$ cat config.mk
export PLATFORM = sky130hd
export DESIGN_NAME = prf_alloc_ctrl
export DESIGN_NICKNAME = d
export VERILOG_FILES = /design/src/rtl/sys_defs.sv /design/src/rtl/popcount.sv /design/src/rtl/prf_alloc_ctrl.sv
export SDC_FILE = /design/constraint.sdc
export NUM_CORES = 1
export LEC_CHECK = 0
export BUFFER_PORTS_ARGS = -buffer_cell sky130_fd_sc_hd__buf_2
export CAP_MARGIN = 0
export CORE_ASPECT_RATIO = 0.5
export CORE_MARGIN = 2
export CORE_UTILIZATION = 58
export CTS_CLUSTER_DIAMETER = 120
export DETAILED_ROUTE_END_ITERATION = 8
export PLACE_DENSITY = 0.89
export SLEW_MARGIN = 20
export SYNTH_ARGS = -nofsm -noshare
export SYNTH_HDL_FRONTEND = slang
export SYNTH_SLANG_ARGS = --single-unit
$ cat constraint.sdc
create_clock -name clock -period 11.35 [get_ports clock]
set_clock_uncertainty 0.05 [all_clocks]
set_input_delay 0.5675 -clock clock [delete_from_list [all_inputs] [get_ports clock]]
set_output_delay 0.5675 -clock clock [all_outputs]
set_load 0.1 [all_outputs]
$ cat src/rtl/sys_defs.sv
`default_nettype none
// ---------------------------------------------------------------------------
// sys_defs : shared types and widths for the PRF allocation controller
// Rev 1.0
// ---------------------------------------------------------------------------
`ifndef N
`define N 3
`endif
`ifndef PRF_NUM_ENTRIES
`define PRF_NUM_ENTRIES 64
`endif

package sys_defs;
  typedef enum logic {ALLOC_RUN, ALLOC_RECOVER} ALLOC_STATE;

  localparam int ALLOC_CW = $clog2(`PRF_NUM_ENTRIES + 1);
  localparam int ALLOC_SW = $clog2(`N + 1);
endpackage
`default_nettype wire

$ cat src/rtl/popcount.sv
`default_nettype none
// ---------------------------------------------------------------------------
// popcount : number of set bits in a vector
// Rev 1.0
// ---------------------------------------------------------------------------
module popcount #(
  parameter int WIDTH = 64,
  parameter int OUT_W = 7
) (
  input  logic [WIDTH-1:0] in_vec,
  output logic [OUT_W-1:0] count
);
  always_comb begin
    count = '0;
    for (int i = 0; i < WIDTH; i++) begin
      count = count + OUT_W'(in_vec[i]);
    end
  end
endmodule
`default_nettype wire

$ cat src/rtl/prf_alloc_ctrl.sv
`default_nettype none
// ---------------------------------------------------------------------------
// prf_alloc_ctrl : rename-stage PRF allocation / nuke recovery controller
// Optional stall/recovery statistics with PRF_ALLOC_STATS_EN.  Rev 1.0
// ---------------------------------------------------------------------------
`ifndef N
`define N 3
`endif
`ifndef PRF_NUM_ENTRIES
`define PRF_NUM_ENTRIES 64
`endif

module prf_alloc_ctrl
  import sys_defs::*;
#(
  parameter int N              = `N,
  parameter int PRF_ENTRIES    = `PRF_NUM_ENTRIES,
  parameter int RECOVER_CYCLES = 2,
  localparam int CW            = $clog2(PRF_ENTRIES + 1),
  localparam int SW            = $clog2(N + 1)
) (
  input  logic                   clock,
  input  logic                   reset,
  input  logic                   nuke,
  input  logic [PRF_ENTRIES-1:0] rrat_free_list,
  input  logic [PRF_ENTRIES-1:0] free_vector_from_rrat,
  input  logic [N-1:0]           req_valid,
  input  logic [N-1:0]           req_dest_valid,
  input  logic [SW-1:0]          dispatch_slots,
  output logic [N-1:0]           grant,
  output logic [SW-1:0]          grant_count,
  output logic [SW-1:0]          alloc_count,
  output logic                   rename_stall,
  output logic [CW-1:0]          free_count,
  output logic                   recovering
`ifdef PRF_ALLOC_STATS_EN
  ,
  output logic [31:0]            stall_prf_cycles,
  output logic [31:0]            stall_slot_cycles,
  output logic [31:0]            recover_cycles_total
`endif
);
  localparam int RCW = $clog2(RECOVER_CYCLES + 1);

  ALLOC_STATE     state;
  logic [RCW-1:0] rec_cnt;
  logic [CW-1:0]  freed_cnt;
  logic [CW-1:0]  rrat_cnt;
  logic [CW:0]    need;
  logic           chain;
  logic           prf_limited;
  logic           slot_limited;
  logic [CW:0]    next_free_raw;
  logic [CW-1:0]  next_free;

  popcount #(.WIDTH(PRF_ENTRIES), .OUT_W(CW)) u_pop_freed (
    .in_vec (free_vector_from_rrat),
    .count  (freed_cnt)
  );

  popcount #(.WIDTH(PRF_ENTRIES), .OUT_W(CW)) u_pop_rrat (
    .in_vec (rrat_free_list),
    .count  (rrat_cnt)
  );

  // In-order prefix grant; the first denied slot records why it was denied.
  always_comb begin
    grant        = '0;
    prf_limited  = 1'b0;
    slot_limited = 1'b0;
    need         = '0;
    chain        = (state == ALLOC_RUN) && !nuke && !reset;
    for (int i = 0; i < N; i++) begin
      need = need + (CW+1)'(req_dest_valid[i]);
      if (chain && req_valid[i]) begin
        if (need > {1'b0, free_count}) begin
          prf_limited = 1'b1;
          chain       = 1'b0;
        end else if (i >= int'(dispatch_slots)) begin
          slot_limited = 1'b1;
          chain        = 1'b0;
        end else begin
          grant[i] = 1'b1;
        end
      end else begin
        chain = 1'b0;
      end
    end
  end

  always_comb begin
    grant_count = '0;
    alloc_count = '0;
    for (int i = 0; i < N; i++) begin
      grant_count = grant_count + SW'(grant[i]);
      alloc_count = alloc_count + SW'(grant[i] & req_dest_valid[i]);
    end
    rename_stall = !reset && |(req_valid & ~grant);
    recovering   = (state == ALLOC_RECOVER);
  end

  always_comb begin
    if (state == ALLOC_RUN) begin
      next_free_raw = {1'b0, free_count} - (CW+1)'(alloc_count) + (CW+1)'(freed_cnt);
    end else begin
      next_free_raw = {1'b0, free_count} + (CW+1)'(freed_cnt);
    end
    next_free = (next_free_raw > (CW+1)'(PRF_ENTRIES)) ? CW'(PRF_ENTRIES)
                                                        : next_free_raw[CW-1:0];
  end

  always_ff @(posedge clock or posedge reset) begin
    if (reset) begin
      state      <= ALLOC_RUN;
      free_count <= CW'(PRF_ENTRIES);
      rec_cnt    <= '0;
    end else if (nuke) begin
      state      <= ALLOC_RECOVER;
      rec_cnt    <= RCW'(RECOVER_CYCLES - 1);
      free_count <= rrat_cnt;
    end else begin
      free_count <= next_free;
      if (state == ALLOC_RECOVER) begin
        if (rec_cnt == '0) state <= ALLOC_RUN;
        else               rec_cnt <= rec_cnt - 1'b1;
      end
    end
  end

`ifdef PRF_ALLOC_STATS_EN
  always_ff @(posedge clock or posedge reset) begin
    if (reset) begin
      stall_prf_cycles     <= '0;
      stall_slot_cycles    <= '0;
      recover_cycles_total <= '0;
    end else begin
      if (prf_limited)                    stall_prf_cycles     <= stall_prf_cycles + 32'd1;
      else if (slot_limited)              stall_slot_cycles    <= stall_slot_cycles + 32'd1;
      if (state == ALLOC_RECOVER)         recover_cycles_total <= recover_cycles_total + 32'd1;
    end
  end
`endif

`ifndef SYNTHESIS
  logic [N-1:0] req_valid_inc;
  assign req_valid_inc = req_valid + N'(1);

  a_contiguous_req : assert property (@(posedge clock) disable iff (reset)
    (req_valid & req_valid_inc) == '0);
  a_free_no_overflow : assert property (@(posedge clock) disable iff (reset)
    (!nuke && state == ALLOC_RUN) |-> (next_free_raw <= (CW+1)'(PRF_ENTRIES)));
`endif

`ifndef PRF_ALLOC_STATS_EN
  logic unused_stats;
  assign unused_stats = prf_limited ^ slot_limited;
`endif
endmodule
`default_nettype wire

==> flow_summary.yaml, run 1 <==
placed_design:
  port_buffers: 154
  dp_cell_count: 795
  globalplace.congestion: 0.834
  detailed_place_hpwl_um: 9910
  dpl-instance-area_um2: 5900
worst_setup_path:
  end_kind: "flop"
  critPathRequiredTime_ps: 11470
  cp-start-kind: "input pin"
  worst-r2r-setup-slack_ps: 6280
  source_of_the_critical_timing_path: "free_vector_from_rrat[0]"
  critical_path.max_fanout: 5
  rr_endpoint: "free_count[2]$_DFF_PP0_"
  worstSetupPathType: "in -> reg"
  worstReg2RegStart: "free_count[1]$_DFF_PP0_"
  critical_path_arrival_ps: 8380
  r2r.worst_path.cells: 17
  crit_end: "free_count[2]$_DFF_PP0_"
synthesis:
  ys_top_cells_by_area: "sky130_fd_sc_hd__fa_1, sky130_fd_sc_hd__ha_1, sky130_fd_sc_hd__inv_1, sky130_fd_sc_hd__dfrtp_1, sky130_fd_sc_hd__a21oi_1"
  synth-seq-cells: 10
  syn_area_per_cell_um2: 9.41
  number_of_synthesized_flops_with_an_enable_pin: 0
  synth_nets: 848
  yosysWarningCount: 0
  share_of_the_yosys_chip_area_belonging_to_registers_pct: 5.02
  synthDominantCellAreaShare_pct: 45.6
  post_synth_instance_area_um2: 5000
  post_synth_num_cell_types: 46
  post_synth_inst_count: 532
  yosysTopAreaCell: "sky130_fd_sc_hd__fa_1"
  postSynth.topFlopCell: "sky130_fd_sc_hd__dfrtp_1"
  synth-async-reset-ratio_pct: 100
timing:
  max_freq_ghz: 0.121
  final_hold_viol_count: 0
  setup_viol: 0
  timing.final.crit_share_pct: 72.7
  finalSetupTns_ps: 0
  tightest_slew_ps: 525
  relSlewSlack_pct: 64.9
  grt_setup_unrepaired: "no"
  layout_min_cycle_time_ps: 8250
  timing_max_transition_violations_final: 0
cts:
  clk_root_buffer_cell: "sky130_fd_sc_hd__clkbuf_16"
  clock_sinks: 10
  clock_tree_from_tritoncts: "yes"
  setup_bufs_post_cts: 0
  cts_max_level: 1
  cts-root-to-sink-buffers: 2
  ctsHoldBuffers: 0
  cts_inserted_buffers: 3
  postCtsResizedCells: 0
  clk-insertion-delay-late_ps: 240
  clkTransAtPathRegs_ps: 40
global_route:
  grt_first_pass_wirelength_um: 18300
  grt_antenna_before_repair: 0
  grt_use_total_pct: 24.2
  grt_pass1_vias: 4330
  grt_max_degree: 14
  grt_remaining_overflow: 0
detailed_routing:
  routed_wl_um: 10500
  detailedRoute.firstIterationViolations: 150
  remaining_drc_errors: 0
  drt.antenna.violating_nets: 0
  vias_per_cell: 4.81
  drtPass1Iterations: 4
  vias: 3843
  detail_routed_net_length_per_standard_cell_um: 13.2
floorplanning:
  core_area_um2: 8170
  top_level_ports: 155
  row_count: 23
  floorplan.die_area_um2: 9430
  die_width_um: 135
  initial_core_util_pct: 61.2
  die-height_um: 69.7
layout:
  final-instance-count-excl-fill: 799
  area.growth.synth_to_final_pct: 19.4
  nets: 1004
  diodes: 0
  final_design_area_no_fill_um2: 5980
  layout-drive-gt1-share_pct: 24.9
run_status:
  run_status: "finished clean"
job:
  cap_violations: 0
min_path:
  hold_class: "in -> async"
-- layout by cell type, fill, tap and decap left out, drive strengths merged, types with 2 or more instances in the layout --
| master | instances |
|---|---|
| nand2 | 10 |
| a211oi | 5 |
| nor2b | 7 |
| inv | 202 |
| o21bai | 2 |
| xnor2 | 7 |
| fa | 114 |
| or4 | 2 |
| mux2i | 3 |
| o21ai | 11 |
| ha | 63 |
| xor2 | 9 |
| dfrtp | 9 |
| o31ai | 3 |
| a22o | 4 |
| buf | 154 |
| a21o | 5 |
| nor2 | 21 |
| a21oi | 21 |
| nor3 | 2 |
| nand3 | 4 |
| a31oi | 2 |
| nand2b | 9 |
| clkbuf | 4 |
-- cell type report --
class	instances	area (µm²)
repair buffers	154	771
inverters	202	758
flip-flops and latches	10	251
well taps	112	140
clock buffers	4	78.8
multi-input cells	317	3980
fillers	596	2200
-- worst max-delay path, cell delays in order --
cell and delay [ps]:
sky130_fd_sc_hd__buf_2 100, sky130_fd_sc_hd__ha_1 280, sky130_fd_sc_hd__inv_1 70, sky130_fd_sc_hd__fa_1 430, sky130_fd_sc_hd__fa_1 490, sky130_fd_sc_hd__fa_1 570
sky130_fd_sc_hd__fa_1 460, sky130_fd_sc_hd__fa_1 550, sky130_fd_sc_hd__fa_1 440, sky130_fd_sc_hd__fa_1 510, sky130_fd_sc_hd__fa_1 430, sky130_fd_sc_hd__fa_1 420
sky130_fd_sc_hd__fa_1 440, sky130_fd_sc_hd__nor2b_1 120, sky130_fd_sc_hd__o21ai_0 90, sky130_fd_sc_hd__nand2b_1 130, sky130_fd_sc_hd__xor2_1 240, sky130_fd_sc_hd__inv_1 80
sky130_fd_sc_hd__ha_1 310, sky130_fd_sc_hd__inv_2 50, sky130_fd_sc_hd__ha_1 350, sky130_fd_sc_hd__o21ai_1 80, sky130_fd_sc_hd__a21oi_1 230, sky130_fd_sc_hd__or4_1 170
sky130_fd_sc_hd__o2111ai_2 210, sky130_fd_sc_hd__a211oi_4 350, sky130_fd_sc_hd__a22o_1 190
-- stage by stage --
step / hold slack, ps / setup WS, ps / utilization, %
after floorplan: 357 / 3510 / -
after global placement: 458 / 3100 / 72.2
after detailed placement: 459 / 2870 / 72.2
after CTS: 273 / 3040 / 73.1
after global routing: 317 / 2710 / 73.1
final: 259 / 3100 / 73.1
-- how the worst min path moves through the flow --
stage          cells past startpoint  slack [ps]                   start                       to
5_1_grt                            2         320                   reset     recovering$_DFF_PP0_
4_1_cts                            2         270                   reset     recovering$_DFF_PP0_
3_5_place_dp                       2         460  rec_cnt[0]$_DFFE_PP0P_   rec_cnt[0]$_DFFE_PP0P_
3_3_place_gp                       2         460  rec_cnt[0]$_DFFE_PP0P_   rec_cnt[0]$_DFFE_PP0P_
6_report                           2         260                   reset  free_count[0]$_DFF_PP0_
2_1_floorplan                      1         360                   reset  free_count[0]$_DFF_PP0_
-- layer usage --
layer	routed length [µm]	GRT usage [%]	part of all wire, %	up-vias
met1	4030	28.5	38	1814
met4	151	4.86	1.4	0
met3	774	2.70	7.3	15
li1	-	-	-	1868
met5	0	0	0	-
met2	5580	47.5	53	146
-- Yosys cell counts, types with 3 or more instances --
cell type,number
sky130_fd_sc_hd__o31ai_1,3
sky130_fd_sc_hd__ha_1,63
sky130_fd_sc_hd__a21o_1,5
sky130_fd_sc_hd__xor2_1,9
sky130_fd_sc_hd__o21ai_0,8
sky130_fd_sc_hd__dfrtp_1,9
sky130_fd_sc_hd__mux2i_1,3
sky130_fd_sc_hd__nand2_1,10
sky130_fd_sc_hd__nand3_1,4
sky130_fd_sc_hd__nor2b_1,7
sky130_fd_sc_hd__a21oi_1,21
sky130_fd_sc_hd__nand2b_1,9
sky130_fd_sc_hd__fa_1,114
sky130_fd_sc_hd__nor2_1,20
sky130_fd_sc_hd__inv_1,200
sky130_fd_sc_hd__a22o_1,4
sky130_fd_sc_hd__xnor2_1,7
-- flip-flops by register name (all words and copies together), names as in the netlist --
name	count
recovering	1
free_count	7
rec_cnt	2
-- cells by family after synthesis --
logic type / Yosys count / share of synthesized area (%)
flops: 10 / 5.03
mux: 3 / 0.600
xor+xnor: 16 / 2.80
fa+ha+maj: 177 / 61.4
buf+inv: 205 / 15.5
simple gates: 60 / 6.18
compound gates: 61 / 8.52
Power of run 1 is not shown: default switching activity piles up to over one toggle a cycle in this logic, so the estimate is an artifact.
==> run 2, diff against run 1 <==
Settings changed: CORE_UTILIZATION 58 to 49, PLACE_DENSITY 0.89 to 0.8.
Clock period 11.35 ns to 7.2 ns, I/O delays scaled along.
==> flow_summary.yaml, run 2 (synthesized netlist as in run 1, its figures left out) <==
worst_setup_path:
  critical_path.most_common_cell: "sky130_fd_sc_hd__fa_1"
  critical_path.max_fanout: 5
  rr_endpoint: "free_count[2]$_DFF_PP0_"
  worst-r2r-setup-slack_ps: 2590
  slowest_stage: "sky130_fd_sc_hd__fa_1"
  critical_path_arrival_ps: 7560
  r2r.worst_path.cells: 17
  critical_path_buf_inv_count: 3
  critPathRequiredTime_ps: 7270
  worstReg2RegStart: "free_count[1]$_DFF_PP0_"
  end_kind: "flop"
  worstSetupPathType: "in -> reg"
  worst_path_dominant_cell_family: "adder cells"
  max_stage_delay_ps: 530
  cp-start-kind: "input pin"
cts:
  clkTransAtPathRegs_ps: 40
  clk-insertion-delay-late_ps: 240
  cts-root-to-sink-buffers: 2
  ctsHoldBuffers: 0
  cts_max_level: 1
  cts_inserted_buffers: 3
  clock_sinks: 10
  clk_root_buffer_cell: "sky130_fd_sc_hd__clkbuf_16"
  clock_tree_from_tritoncts: "yes"
floorplanning:
  die-height_um: 75.5
  initial_core_util_pct: 49.6
  row_count: 26
  top_level_ports: 155
  core_area_um2: 10100
  floorplan.die_area_um2: 11100
  die_width_um: 147
timing:
  final_hold_viol_count: 0
  max_freq_ghz: 0.134
  tightest_slew_ps: 505
  relSlewSlack_pct: 66.6
  grt_setup_unrepaired: "yes"
  finalWorstSetupSlack_ps: -288
  timing_max_transition_violations_final: 0
  setup_viol: 7
  layout_min_cycle_time_ps: 7490
  worst_hold_slack_ps: 60.0
  finalSetupTns_ps: -1660
  timing.final.crit_share_pct: 104
run_status:
  failed_checks: "negative setup slack"
  run_status: "complete, but fails checks"
global_route:
  grt_use_total_pct: 19.6
  grt_max_degree: 14
  grt_first_pass_wirelength_um: 17800
  grt_remaining_overflow: 0
  grt_pass1_vias: 4239
  grt_antenna_before_repair: 0
layout:
  layout-drive-gt1-share_pct: 32.2
  diodes: 0
  nets: 1038
  largest_register_ffs: 7
  area.growth.synth_to_final_pct: 29.2
  layout_commonest_cell: "sky130_fd_sc_hd__inv_1"
  most-common-layout-cells: "sky130_fd_sc_hd__inv_1, sky130_fd_sc_hd__buf_2, sky130_fd_sc_hd__fa_1"
  max_flop_register: "free_count"
  fill_cells: 828
detailed_routing:
  remaining_drc_errors: 0
  drt.antenna.violating_nets: 0
  drtPass1Iterations: 4
  detailedRoute.firstIterationViolations: 92
  detail_routed_net_length_per_standard_cell_um: 11.7
  vias_per_cell: 4.58
  vias: 3943
  routed_wl_um: 10100
placed_design:
  detailed_place_hpwl_um: 9410
  globalplace.congestion: 0.900
  port_buffers: 154
min_path:
  hold_class: "in -> async"
job:
  cap_violations: 0
## run 2: worst max path at each step
| stage | start | endpoint | slack [ps] | cells past startpoint |
|---|---|---|---|---|
| 4_1_cts | free_vector_from_rrat[1] | free_count[5]$_DFF_PP0_ | -280 | 27 |
| 6_report | free_vector_from_rrat[1] | free_count[5]$_DFF_PP0_ | -290 | 27 |
| 5_1_grt | free_vector_from_rrat[1] | free_count[5]$_DFF_PP0_ | -610 | 29 |
| 3_5_place_dp | free_vector_from_rrat[0] | free_count[5]$_DFF_PP0_ | -580 | 26 |
| 2_1_floorplan | free_vector_from_rrat[1] | free_count[2]$_DFF_PP0_ | -130 | 22 |
| 3_3_place_gp | free_vector_from_rrat[1] | free_count[4]$_DFF_PP0_ | -470 | 27 |
## run 2: routing by layer
metal  global-route usage [%]  up-vias  wire (µm)
met5                        0        -          0
met4                     4.81        0        111
met3                     1.32       12        526
met2                     39.7      116       5310
met1                     23.6     1884       4140
li1                         -     1931          -
## run 2: stage by stage
stage	utilization (%)	setup slack [ps]	std cells	instance area (µm²)
after floorplan	-	-127	532	5120
after global placement	62.1	-465	852	6260
after detailed placement	62.1	-583	852	6260
after CTS	63.9	-276	860	6450
after global routing	64.1	-609	861	6460
final	64.1	-288	861	6460
## run 2: area by class of cell
type | instances | area [µm²] | area share [%]
multi-input cells | 317 | 4140 | 64.0
repair buffers | 188 | 1050 | 16.2
flip-flops and latches | 10 | 251 | 3.89
clock buffers | 4 | 88.8 | 1.37
inverters | 202 | 761 | 11.8
well taps | 140 | 175 | 2.71
## run 2: what timing repair did
action                     in CTS  in global routing
pin swaps                       2                  5
cloned                          0                  0
resized for setup              13                  3
buffers inserted                4                  1
setup endpoints to repair       7                  7
Power of run 2 is left out for the same reason.
